**config.mk**
```make
export PLATFORM = sky130hd
export DESIGN_NAME = sga_control_unit
export DESIGN_NICKNAME = d
export VERILOG_FILES = /design/src/rtl/sga_control_unit.sv
export SDC_FILE = /design/constraint.sdc
export NUM_CORES = 1
export LEC_CHECK = 0
export CAP_MARGIN = 20
export CORE_MARGIN = 2
export CORE_UTILIZATION = 43
export DETAILED_ROUTE_END_ITERATION = 6
export PLACE_DENSITY = 0.78
export SYNTH_ARGS = -nofsm -noshare
export SYNTH_HDL_FRONTEND = slang
export SYNTH_SLANG_ARGS = --single-unit
```
**constraint.sdc**
```tcl
create_clock -name clock -period 2.3 [get_ports clock]
set_clock_uncertainty 0.15 [all_clocks]
set_input_delay 0.23 -clock clock [delete_from_list [all_inputs] [get_ports clock]]
set_output_delay 0.23 -clock clock [all_outputs]
set_load 0.005 [all_outputs]
```
**src/rtl/sga_control_unit.sv**
```systemverilog
// Snake Game Arcade control unit: Moore FSM that sequences a game
// (prepare, init, wait for a move, latch direction, write head, render, check)
// and drives every control input of the datapath. Outputs are registered and
// always reflect the state the FSM is currently in.
module sga_control_unit #(
   parameter logic [1:0] DIR_RESET      = 2'b00,
   parameter bit         REJECT_REVERSE = 1'b1
) (
   input  logic       clock,
   input  logic       reset_n,
   input  logic       jogar,
   input  logic       parar,
   input  logic [3:0] buttons,
   input  logic       played,
   input  logic       end_play_time,
   input  logic       render_finish,
   input  logic       ate_apple,
   input  logic       size_full,
   output logic       restart,
   output logic       clear_size,
   output logic       count_size,
   output logic       load_size,
   output logic       render_clr,
   output logic       render_count,
   output logic       register_apple,
   output logic       reset_apple,
   output logic       count_play_time,
   output logic       register_head,
   output logic       reset_head,
   output logic       we_ram,
   output logic       mux_ram,
   output logic       recharge,
   output logic [1:0] direction,
   output logic       won,
   output logic [3:0] db_estado
);

   typedef enum logic [3:0] {
      IDLE       = 4'd0,
      PREPARE    = 4'd1,
      INIT       = 4'd2,
      WAIT_PLAY  = 4'd3,
      LATCH_DIR  = 4'd4,
      CLR_ADDR   = 4'd5,
      REG_HEAD   = 4'd6,
      WRITE_HEAD = 4'd7,
      RENDER     = 4'd8,
      CHECK      = 4'd9,
      GROW       = 4'd10,
      WON_ST     = 4'd11
   } state_t;

   // Bit positions inside the registered control vector.
   localparam int B_WON       = 14;
   localparam int B_RESTART   = 13;
   localparam int B_CLR_SIZE  = 12;
   localparam int B_CNT_SIZE  = 11;
   localparam int B_LOAD_SIZE = 10;
   localparam int B_RND_CLR   = 9;
   localparam int B_RND_CNT   = 8;
   localparam int B_REG_APPLE = 7;
   localparam int B_RST_APPLE = 6;
   localparam int B_CNT_PLAY  = 5;
   localparam int B_REG_HEAD  = 4;
   localparam int B_RST_HEAD  = 3;
   localparam int B_WE_RAM    = 2;
   localparam int B_MUX_RAM   = 1;
   localparam int B_RECHARGE  = 0;

   state_t      state_r;
   state_t      next_s;
   logic [1:0]  dir_r;
   logic [1:0]  dir_next_s;
   logic [1:0]  cand_s;
   logic [14:0] ctrl_r;

   // Fixed-priority button encoder: [0] wins over [1] over [2] over [3].
   function automatic logic [1:0] button_code(input logic [3:0] b);
      logic [1:0] c;
      c = 2'b00;
      if (b[0])      c = 2'b00;
      else if (b[1]) c = 2'b01;
      else if (b[2]) c = 2'b10;
      else if (b[3]) c = 2'b11;
      else           c = 2'b00;
      return c;
   endfunction

   // Moore output decode for a given state.
   function automatic logic [14:0] decode_ctrl(input state_t s);
      logic [14:0] o;
      o = 15'd0;
      case (s)
         PREPARE: begin
            o[B_RESTART]   = 1'b1;
            o[B_CLR_SIZE]  = 1'b1;
            o[B_RST_APPLE] = 1'b1;
            o[B_RST_HEAD]  = 1'b1;
            o[B_RND_CLR]   = 1'b1;
         end
         INIT: begin
            o[B_LOAD_SIZE] = 1'b1;
            o[B_REG_APPLE] = 1'b1;
         end
         WAIT_PLAY:  o[B_CNT_PLAY] = 1'b1;
         CLR_ADDR:   o[B_RND_CLR]  = 1'b1;
         REG_HEAD:   o[B_REG_HEAD] = 1'b1;
         WRITE_HEAD: o[B_WE_RAM]   = 1'b1;
         RENDER: begin
            o[B_RND_CNT]  = 1'b1;
            o[B_MUX_RAM]  = 1'b1;
            o[B_RECHARGE] = 1'b1;
         end
         GROW: begin
            o[B_CNT_SIZE]  = 1'b1;
            o[B_REG_APPLE] = 1'b1;
         end
         WON_ST:  o[B_WON] = 1'b1;
         default: o = 15'd0;
      endcase
      return o;
   endfunction

   assign cand_s = button_code(buttons);

   // Next-state logic; parar aborts every active state back to IDLE.
   always_comb begin
      next_s = IDLE;
      if (parar && (state_r != IDLE)) begin
         next_s = IDLE;
      end else begin
         case (state_r)
            IDLE:       next_s = jogar ? PREPARE : IDLE;
            PREPARE:    next_s = INIT;
            INIT:       next_s = WAIT_PLAY;
            WAIT_PLAY: begin
               if (played)             next_s = LATCH_DIR;
               else if (end_play_time) next_s = CLR_ADDR;
               else                    next_s = WAIT_PLAY;
            end
            LATCH_DIR:  next_s = CLR_ADDR;
            CLR_ADDR:   next_s = REG_HEAD;
            REG_HEAD:   next_s = WRITE_HEAD;
            WRITE_HEAD: next_s = RENDER;
            RENDER:     next_s = render_finish ? CHECK : RENDER;
            CHECK: begin
               if (size_full)      next_s = WON_ST;
               else if (ate_apple) next_s = GROW;
               else                next_s = WAIT_PLAY;
            end
            GROW:       next_s = WAIT_PLAY;
            WON_ST:     next_s = jogar ? PREPARE : WON_ST;
            default:    next_s = IDLE;
         endcase
      end
   end

   // Direction update: reload on a new game, latch a legal button in LATCH_DIR.
   always_comb begin
      dir_next_s = dir_r;
      if (state_r == PREPARE) begin
         dir_next_s = DIR_RESET;
      end else if (state_r == LATCH_DIR) begin
         if (buttons == 4'b0000) begin
            dir_next_s = dir_r;
         end else if (REJECT_REVERSE && (cand_s == {dir_r[1], ~dir_r[0]})) begin
            dir_next_s = dir_r;
         end else begin
            dir_next_s = cand_s;
         end
      end else begin
         dir_next_s = dir_r;
      end
   end

   // State, direction and registered Moore outputs (decoded from the next state).
   always_ff @(posedge clock or negedge reset_n) begin
      if (!reset_n) begin
         state_r <= IDLE;
         dir_r   <= DIR_RESET;
         ctrl_r  <= 15'd0;
      end else begin
         state_r <= next_s;
         dir_r   <= dir_next_s;
         ctrl_r  <= decode_ctrl(next_s);
      end
   end

   assign won             = ctrl_r[B_WON];
   assign restart         = ctrl_r[B_RESTART];
   assign clear_size      = ctrl_r[B_CLR_SIZE];
   assign count_size      = ctrl_r[B_CNT_SIZE];
   assign load_size       = ctrl_r[B_LOAD_SIZE];
   assign render_clr      = ctrl_r[B_RND_CLR];
   assign render_count    = ctrl_r[B_RND_CNT];
   assign register_apple  = ctrl_r[B_REG_APPLE];
   assign reset_apple     = ctrl_r[B_RST_APPLE];
   assign count_play_time = ctrl_r[B_CNT_PLAY];
   assign register_head   = ctrl_r[B_REG_HEAD];
   assign reset_head      = ctrl_r[B_RST_HEAD];
   assign we_ram          = ctrl_r[B_WE_RAM];
   assign mux_ram         = ctrl_r[B_MUX_RAM];
   assign recharge        = ctrl_r[B_RECHARGE];
   assign direction       = dir_r;
   assign db_estado       = state_r;

endmodule

```
# Yosys cells after proc, flatten, opt, wreduce, memory -nomap -nowiden
# Index checks and enable logic that the tools add are counted.
dict set report word_totals {
  ff_bits 21
  input_bits 13
  out_inout_bits 21
  word_cells 65
}
dict set report classes {
  eq_ne 23
  mux 29
  bitwise_logic 1
  reduce_logical 9
}
# op count
set ops {}
lappend ops {{$pmux 4 s11} 1}
lappend ops {{$eq 4x3->1 const B} 7}
lappend ops {{$eq 4x4->1 const B} 7}
lappend ops {{$mux 2} 10}
lappend ops {{$eq 4x2->1 const B} 4}
lappend ops {{$mux 4} 4}
lappend ops {{$mux 1} 12}
lappend ops {{$eq 4x1->1 const B} 2}
lappend ops {{$logic_not 4->1} 2}
lappend ops {{$mux 3} 2}
lappend ops {{$reduce_or 2->1} 3}
lappend ops {{$ne 2x2->1 const B} 2}
lappend ops {{$reduce_bool 4->1} 1}
lappend ops {{$reduce_and 3->1} 1}
lappend ops {{$eq 2x2->1} 1}
lappend ops {{$reduce_bool 2->1} 1}
lappend ops {{$logic_and 1x1->1} 1}
lappend ops {{$not 1->1} 1}

# Depth between registers and ports, before layout
# Gate-level depths: netlist (run 1).
dict set report depth {
  depth_word 9
  depth_mapped 6
  mapped_depth_nobuf 5
}

# Worst setup path before layout (run 1)
# Ideal clock, no wire load.
dict set report synth_path {
  path_type {register to register}
  from {register state_r[1] (netlist: db_estado[1])}
  to {register ctrl_r[11]}
  setup_ns 0.068
  arrival_ns 1.492
  required_time_ns 2.082
  path_slack_ns 0.590
  path_stages_with_launch 6
  path_buffers 1
  synth_period_minus_slack_ns 1.710
  path_cell_list {dfrtp_1 -> buf_6 -> and2_4 -> a311oi_4 -> o311ai_4 -> and4bb_1}
}
dict set report synth_via {
  elab_chain_cells 6
  word_cells_on_any_way 19
  cone_classes {eq/ne (12); mux (3); reduce/logical (4)}
}
# element line
set synth_lines {}
lappend synth_lines {{from (decl)} 70} ;# state_t state_r;
lappend synth_lines {{from (signal assigned)} 183} ;# state_r <= next_s;
lappend synth_lines {{$eq 4x4->1 or $eq 4x2->1 (tied branches)} 132} ;# case (state_r)
lappend synth_lines {{$reduce_or 2->1 (no line)} --}
lappend synth_lines {{$pmux 4 s11} 132}
lappend synth_lines {{$mux 4 (*)} 129} ;# if (parar && (state_r != IDLE)) begin
lappend synth_lines {{$eq 4x4->1 (*)} 93} ;# case (s)
lappend synth_lines {{$mux 1 (*)} 93}
lappend synth_lines {{to (signal assigned)} 185} ;# ctrl_r <= decode_ctrl(next_s);
lappend synth_lines {{to (decl)} 75} ;# logic [14:0] ctrl_r;
# Mark *: on every way between the ends. The rest lies on a longest branch, timed or not.
# A chain may end at the register's enable or synchronous reset.

# Worst setup path in the final report (run 1)
dict set report layout_path {
  from {register state_r[3] (netlist: db_estado[3])}
  to {output port db_estado[3]}
}
# element line
set layout_rtl {}
lappend layout_rtl {{to (decl)} 35} ;# output logic [3:0] db_estado
# No word-level cell between the ends.

==> results of run 1 <==
[layout make-up]
cell class	instances	area [sq um]	area share
Clock buffer	3	22.52	0.01809
Inverter	4	15.01	0.01206
Multi-Input combinational cell	55	435.4	0.3498
Sequential cell	16	400.4	0.3216
Tap cell	27	33.78	0.02714
Timing Repair Buffer	34	337.8	0.2714
[synthesized netlist by cell type (2+ instances only)]
cell type	number
dfrtp_1	16
buf_4	6
nor2_1	6
nor4_1	6
nor3_1	5
inv_1	4
nand2_1	4
buf_6	3
nand4bb_1	3
nor2b_1	3
o21ai_0	3
nand2b_1	2
o21ai_1	2
[power by group through the flow]
stage               sequential [mW]  clock, mW  combinational [mW]
floorplan                     0.408          0               0.526
global placement              0.461          0               0.671
detailed placement            0.462          0               0.696
CTS                           0.458      0.139               0.701
global route                  0.473      0.155               0.752
finish                        0.459      0.137               0.695
[state kept, by name, summed over array words and instances (netlist names)]
| register | cells |
|---|---|
| ctrl_r | 10 |
| db_estado | 4 |
| direction | 2 |
[cell families (layout without fill, tap and decap cells)]
| logic type | after synthesis | after routing | share of synthesized area |
|---|---|---|---|
| AND/OR/NAND/NOR | 36 | 36 | 0.2530 |
| multiplexers | 1 | 1 | 0.01077 |
| flip-flops | 16 | 16 | 0.4307 |
| AO/OA/AOI/OAI | 18 | 18 | 0.2046 |
| buffers and inverters | 13 | 41 | 0.1009 |
[metal layers]
metal  vias to the layer above  wire length [microns]
met3                         4                     75
met4                         0                     41
met2                        17                   1030
met5                         -                      0
met1                       375                    854
li1                        365                      -
[stage by stage]
stage / hold slack (ns) / instance area, sq um / utilization / total power, mW / cells
after global routing: 0.2513 / 1245 / 0.6219 / 1.381 / 139
after CTS: 0.2252 / 1245 / 0.6219 / 1.298 / 139
after detailed placement: 0.4339 / 1222 / 0.6106 / 1.158 / 136
after floorplan: -0.2156 / 929.6 / - / 0.9342 / 84
after global placement: 0.4067 / 1222 / 0.6106 / 1.132 / 136
final: 0.2069 / 1245 / 0.6219 / 1.290 / 139
[worst max path at each step]
stage | startpoint | endpoint | slack, ns | cells past startpoint
final | db_estado[3] | db_estado[3] | 0.33 | 2
after CTS | db_estado[3] | db_estado[3] | 0.33 | 2
after floorplan | db_estado[1] | ctrl_r[11] | 0.59 | 5
after global routing | db_estado[3] | db_estado[3] | 0.23 | 2
after detailed placement | jogar | ctrl_r[10] | 0.28 | 5
after global placement | jogar | ctrl_r[11] | 0.37 | 5
==> results.md, run 1 <==
- Tot GR Track Use: 0.1792
- Final Worst Setup Slack: 0.3348 ns
- Period utilization: 0.8544
- Status: completed
- Crit Reg-Reg Startpoint: db_estado[3]
- Unique cell type count in the Yosys netlist: 34
- Reg2Reg Depth: 5
- Via count: 761
- Vias in the first global route: 794
- Io pins: 34
- Overflow after GRT: 0
- Most frequent cells in the layout: 33 x clkdlybuf4s50_1, 16 x dfrtp_1, 6 x nor2_1, 6 x nor4_1, 5 x nor3_1
- NumNets Final: 127
- Placer Congestion: 0.8366
- Sequential share of power: 0.355
- Antenna diodes: 0
- Ranking of synthesized cells by area: dfrtp_1 43%, buf_4 4.8%, nor4_1 4.0%
- CTS Sinks: 16
- CP delay by family, top: buffers and inverters
- Worst Path Required: 1.92 ns
- Global-route wire length before repair: 3387 microns
- Ys flop type: dfrtp_1
- Reg-to-reg endpoint: ctrl_r[10]
- Final setup vio count: 0
- PortBufs: 33
- WP data arrival: 1.59 ns
- Max clock buf depth: 2
- CP max stage cell: dfrtp_1
- Initial antenna violation count: 0
- Unrepaired setup endpoints after global routing: false
- Final ANT Viol Nets: 0
- Met3 usage: 0.03869
- Mapped Area: 929.6 sq um
- Type of the worst min-delay path: in2async
- Yosys top cell by area: dfrtp_1
- Max VDD drop: 0.7320 mV
- Synth Instances: 84
- CP Class: reg2out
- CTS tree: built
- NetSw: 515.4 uW
- CTS Hold Buffers Added: 0
- DRC: 0
- Power share of the combinational group: 0.539
- CTS root buffer: clkbuf_4
- MaxCap Viol Count: 0
- Critical Path Max Stage Delay: 0.60 ns
- Synthesized flop and latch total: 16
- Synth warnings: 0
- Seq/Total Area, Yosys: 0.4307
- Die width: 50.50 microns
- DR vias/cell: 5.475
- Largest net degree at the start of global routing: 17
- Startpoint types: flop
- Met2 Resource Use GR: 0.3202
- Synth async-reset ratio: 1.000
- Leakage: 0.5086 nW
- DP Worst Slack: 0.2788 ns
- Area Overhead vs Synth: 33.92%
- Switching Fraction: 0.3995
- Hpwl dp: 1578 microns
- Synth Net Count: 97
- Fin crit period: 1.965 ns
- H-tree depth: 1
- Met1 Track Usage GR: 0.1931
- Post-synth EDFFs: 0
- Total negative setup slack: 0 ns
- Worst path cell trace: buf_4 > clkdlybuf4s50_1
- Max_slew headroom: 0.5471
- Core Area: 2002 sq um
- Final hold violation count: 0
- DRT iter0 DRCs: 9
- First drt pass iteration count: 4
- Max Slew Vio Count: 0
- Synthesized area per cell: 11.07 sq um
- Power per cell area: 1036 nW/um^2
- Num CTS Buffers: 3
- Wire per inst: 14.40 microns
- Fillcell total: 168
- Buffer and inverter count on the worst path: 2
- Clock share of power: 0.106
- Post-CTS Setup Repair Bufs: 0
- Starting Density: 0.4644
- Clock transition at path regs: 0.08 ns
- Die Span Y: 50.50 microns
- Max FO, Critical Path: 13
- Die ar.: 2550 sq um
- Worst-skew pair later-pin latency: 0.27 ns
- Final WL: 2002 microns
- Worst setup EP type: output pin
- Reg2Reg Setup Slack: 0.41 ns
- Worst-Margin Slew: 0.6773 ns
- Share of post-route cells with drive strength above 1: 0.1250
- Rows: 16
- Commonest non-fill, non-tap cell in the layout: clkdlybuf4s50_1
- Gr busiest metal: met2
- Post-CTS resize count: 0
- Maximum clock frequency: 508.9 MHz
- Yosys top cell area share: 0.4307
- Int Pwr: 774.8 uW
Power figures use the tool's default switching activity.
==> inputs of run 2 (changes only) <==
- CORE_UTILIZATION: 43 -> 45
- CTS_BUF_LIST: not set -> sky130_fd_sc_hd__clkbuf_4
- PLACE_DENSITY: 0.78 -> 0.81
==> run 2 against run 1 <==
First-iteration DRC count unchanged. Sequential cell count unchanged. Hold slack got worse by 0.011 ns. Final cell count increased by 0.72%.
==> results.md, run 2 (synthesized netlist as in run 1, its figures left out) <==
- Worst path cell trace: buf_4 > nor2b_1 > o21ai_1 > o21ai_1 > nor4_1
- Worst Path Required: 2.34 ns
- Num CTS Buffers: 3
- Die ar.: 2445 sq um
- Post-CTS resize count: 0
- Post-DP Area: 1222 sq um
- Type of the worst min-delay path: in2async
- DR vias/cell: 5.321
- Die Span Y: 49.45 microns
- Worst setup EP type: flop
- Max clock buf depth: 2
- CTS tree: built
- Final hold violation count: 0
- Final setup vio count: 0
- Biggest register: ctrl_r
- Die width: 49.45 microns
- Reg2Reg Depth: 5
- Initial antenna violation count: 0
- Status: completed
- Most frequent cells in the layout: 33 x clkdlybuf4s50_1, 16 x dfrtp_1, 6 x nor2_1, 6 x nor4_1, 5 x nor3_1
- Power per cell area: 1038 nW/um^2
- Setup crit start: db_estado[3]
- PortBufs: 33
- Maximum clock frequency: 532.0 MHz
- Pwr Total: 1.296 mW
- CP max stage cell: dfrtp_1
- Period utilization: 0.8172
- Area Overhead vs Synth: 34.32%
- Fin crit period: 1.880 ns
- Reg2Reg Setup Slack: 0.42 ns
- Antenna diodes: 0
- CP Class: reg2reg
- Vias in the first global route: 825
- Fin Hold WS: 0.1964 ns
- Placed cell count: 136
- NumNets Final: 127
- Final ANT Viol Nets: 0
- Global-route wire length before repair: 3774 microns
- Post-route cell area: 1249 sq um
- CTS Hold Buffers Added: 0
- Worst-skew pair later-pin latency: 0.29 ns
- DP Worst Slack: 0.3466 ns
- Via count: 745
- Starting Density: 0.4739
- Max VDD drop: 0.8089 mV
- Buffer and inverter count on the worst path: 1
- Hpwl dp: 1630 microns
- Max Slew Vio Count: 0
- Finished Layout Cells: 140
- MaxCap Viol Count: 0
- CTS Sinks: 16
- CTS root buffer: clkbuf_4
- WP data arrival: 1.92 ns
- Core Area: 1962 sq um
- DRC: 0
- H-tree depth: 1
- Reg-to-reg endpoint: ctrl_r[13]
- Post-CTS Setup Repair Bufs: 0
- Total negative setup slack: 0 ns
- Crit Reg-Reg Startpoint: db_estado[3]
- Clock transition at path regs: 0.09 ns
- Final Worst Setup Slack: 0.4203 ns
- Share of post-route cells with drive strength above 1: 0.1239
- Unrepaired setup endpoints after global routing: false
- Tot GR Track Use: 0.2084
- Placer Congestion: 0.8909
- Wire per inst: 14.87 microns
- Critical Path Max Stage Delay: 0.60 ns
- Startpoint types: flop
- Io pins: 34
- Largest net degree at the start of global routing: 17
- Layout Utilization: 0.6365
- Most common cell on crit path: o21ai_1
- Worst-Margin Slew: 0.6802 ns
- Final WL: 2082 microns
- Max_slew headroom: 0.5451
- Rows: 16
- CP delay by family, top: flip-flops
- First drt pass iteration count: 4
- Overflow after GRT: 0
- Leakage: 0.5101 nW
- DRT iter0 DRCs: 9
- Commonest non-fill, non-tap cell in the layout: clkdlybuf4s50_1
- Max FO, Critical Path: 13
- Max FFs per register: 10
## run 2: cell types whose count changed in the layout (fill, tap and decap cells not counted)
cell,change
clkinv_1,+1
## run 2: per-layer routing
layer	routed length, microns	global-route usage
met1	889	0.2362
met2	1051	0.3559
met3	108	0.06970
met4	33	0.09259
met5	0	0
## run 2: how the worst max path moves through the flow
stage                 endpoint  slack [ns]  cells after the start
CTS                 ctrl_r[10]        0.41                      4
finish              ctrl_r[13]        0.42                      5
global route        ctrl_r[10]        0.23                      5
detailed placement  ctrl_r[10]        0.35                      5
global placement    ctrl_r[14]        0.36                      5
floorplan           ctrl_r[11]        0.59                      5
## run 2: area by class of cell
| cell class | instances | area, sq um |
|---|---|---|
| fillers | 165 | 713.2 |
| clock buffers | 3 | 22.52 |
| flip-flops and latches | 16 | 400.4 |
| well taps | 27 | 33.78 |
| clock inverters | 1 | 3.754 |
| multi-input cells | 55 | 435.4 |
| repair buffers | 34 | 337.8 |
| inverters | 4 | 15.01 |
## run 2: where the power goes
part           internal (mW)  leakage, nW  switching, mW
registers              0.352        0.216          0.106
clock network         0.0631       0.0154         0.0844
logic                  0.362        0.279          0.328
total                  0.777        0.510          0.519
==> inputs of run 3 (changes only) <==
- CORE_UTILIZATION: 45 -> 41
- PLACE_DENSITY: 0.81 -> 0.78
- clock period: 2.3 -> 1.6 ns (I/O delays scaled with it)
==> run 3 against run 2 <==
The flow now finishes with violations (setup timing). Combinational power rose to 2.7 times the previous value. Largest power group unchanged. Sequential share of layout area down 7.0 points. First-iteration DRC count increased by 67%. Critical path type unchanged. Worst setup slack got worse by 0.61 ns. Die area grew 8.9%. Critical path depth is the same. Global-route usage grew 1.7 points. Final cell count increased by 21%.
==> results.md, run 3 (synthesized netlist as in run 1, its figures left out) <==
- Initial antenna violation count: 0
- Leakage: 0.6905 nW
- DRC: 0
- Starting Density: 0.4285
- Largest net degree at the start of global routing: 17
- Worst-Margin Slew: 0.4177 ns
- WP data arrival: 1.81 ns
- Startpoint types: flop
- Worst path cell trace: buf_4 > inv_1 > o311ai_4 > nand2_1 > nor4_2
- DR vias/cell: 5.647
- CP max stage cell: dfrtp_2
- CTS tree: built
- Commonest non-fill, non-tap cell in the layout: clkdlybuf4s50_1
- Worst Path Required: 1.62 ns
- Setup crit start: db_estado[0]
- Reg2Reg Depth: 5
- Final ANT Viol Nets: 0
- Worst-skew pair later-pin latency: 0.28 ns
- H-tree depth: 1
- Crit Reg-Reg Startpoint: db_estado[0]
- Buffer and inverter count on the worst path: 2
- Multi-input gate area: 574.3 sq um
- Io pins: 34
- Num CTS Buffers: 3
- Worst setup EP type: flop
- CP delay by family, top: simple AND/OR/NAND/NOR gates
- NetSw: 1.116 mW
- CTS Sinks: 16
- Type of the worst min-delay path: in2async
- Placer Congestion: 0.8729
- NumNets Final: 157
- Reg2Reg Setup Slack: -0.19 ns
- Antenna diodes: 0
- Core Area: 2170 sq um
- Failing checks: setup timing
- Pwr Total: 2.719 mW
- Clock transition at path regs: 0.08 ns
- Max clock buf depth: 2
- CTS root buffer: clkbuf_4
- Final Worst Setup Slack: -0.1917 ns
- Fillcell total: 161
- MaxCap Viol Count: 0
- Die Span Y: 51.62 microns
- Global-route wire length before repair: 4436 microns
- Fin Hold WS: 0.03704 ns
- CP Capture Point: ctrl_r[13]
- Biggest register: ctrl_r
- Max_slew headroom: 0.7209
- Max VDD drop: 1.123 mV
- Tot GR Track Use: 0.2259
- Vias in the first global route: 958
- Final hold violation count: 0
- Reg-to-reg endpoint: ctrl_r[13]
- Overflow after GRT: 0
- Status: finished with violations
- Unrepaired setup endpoints after global routing: true
- Critical Path Max Stage Delay: 0.46 ns
- Final setup vio count: 11
- Int Pwr: 1.603 mW
- Switching Fraction: 0.4105
- Power per cell area: 1681 nW/um^2
- Sequential share of power: 0.235
- Period utilization: 1.120
- Die ar.: 2664 sq um
- Final WL: 3053 microns
- Power share of the combinational group: 0.693
- Seq. cell area: 405.4 sq um
- Clock share of power: 0.072
- Max FFs per register: 10
- CP Class: reg2reg
- Share of post-route cells with drive strength above 1: 0.4507
- Area Overhead vs Synth: 74.02%
- WP depth: 5
- Die width: 51.62 microns
- Via count: 960
- Hpwl dp: 1732 microns
- PortBufs: 33
- Wire per inst: 17.96 microns
- Rows: 17
- Max FO, Critical Path: 7
- Maximum clock frequency: 558.1 MHz
- DRT iter0 DRCs: 15
- Most frequent cells in the layout: 29 x clkdlybuf4s50_1, 26 x buf_4, 12 x dfrtp_1
- Fin crit period: 1.792 ns
- Max Slew Vio Count: 0
- First drt pass iteration count: 4
run 3: layout make-up:
type,instances,area share
Timing Repair Buffer,63,0.3496
Multi-Input combinational cell,56,0.3550
Tap cell,28,0.02166
Clock buffer,3,0.01392
Sequential cell,16,0.2506
Inverter,4,0.009281
run 3: worst min-delay path by stage:
stage	from	endpoint	slack [ns]	cells past startpoint
2_1_floorplan	reset_n	ctrl_r[10]	-0.29	0
3_3_place_gp	reset_n	ctrl_r[9]	0.34	2
3_5_place_dp	reset_n	ctrl_r[9]	0.34	2
4_1_cts	reset_n	ctrl_r[14]	0.04	2
5_1_grt	reset_n	ctrl_r[13]	0.04	2
6_report	reset_n	ctrl_r[13]	0.04	2
run 3: per-layer routing:
layer	share of wire	vias up	track usage	wire [microns]
li1	-	433	-	-
met1	0.39	474	0.2449	1203
met2	0.50	37	0.4103	1541
met3	0.047	16	0.04023	145
met4	0.053	0	0.1272	163
met5	0	-	0	0
run 3: worst register-to-register path: stages, from the launching register on:
cell      delay, ns
dfrtp_2        0.46
buf_4          0.14
inv_1          0.09
o311ai_4       0.28
nand2_1        0.21
nor4_2         0.36
run 3: metrics by stage:
step | util | instances | worst slack [ns] | TNS [ns] | instance area, sq um
after floorplan | - | 84 | -0.05608 | -0.1017 | 932.1
after global placement | 0.6378 | 158 | -0.2458 | -1.638 | 1384
after detailed placement | 0.6378 | 158 | -0.3166 | -2.209 | 1384
after CTS | 0.7318 | 169 | -0.07256 | -0.2868 | 1588
after global routing | 0.7457 | 170 | -0.2242 | -1.748 | 1618
final | 0.7457 | 170 | -0.1917 | -1.154 | 1618
run 3: timing repair:
action                     CTS  global route
pin swaps                   10             3
setup buffers                7             1
gates resized for setup     32             4
hold buffers                 0             0
setup endpoints to repair   16            14
cloned                       1             0
run 3: power by group through the flow:
| stage | Sequential, mW | Combinational [mW] | Clock [mW] |
|---|---|---|---|
| floorplan | 0.586 | 0.757 | 0 |
| global placement | 0.625 | 1.29 | 0 |
| detailed placement | 0.632 | 1.33 | 0 |
| CTS | 0.636 | 1.71 | 0.203 |
| global route | 0.654 | 1.98 | 0.221 |
| finish | 0.639 | 1.88 | 0.196 |
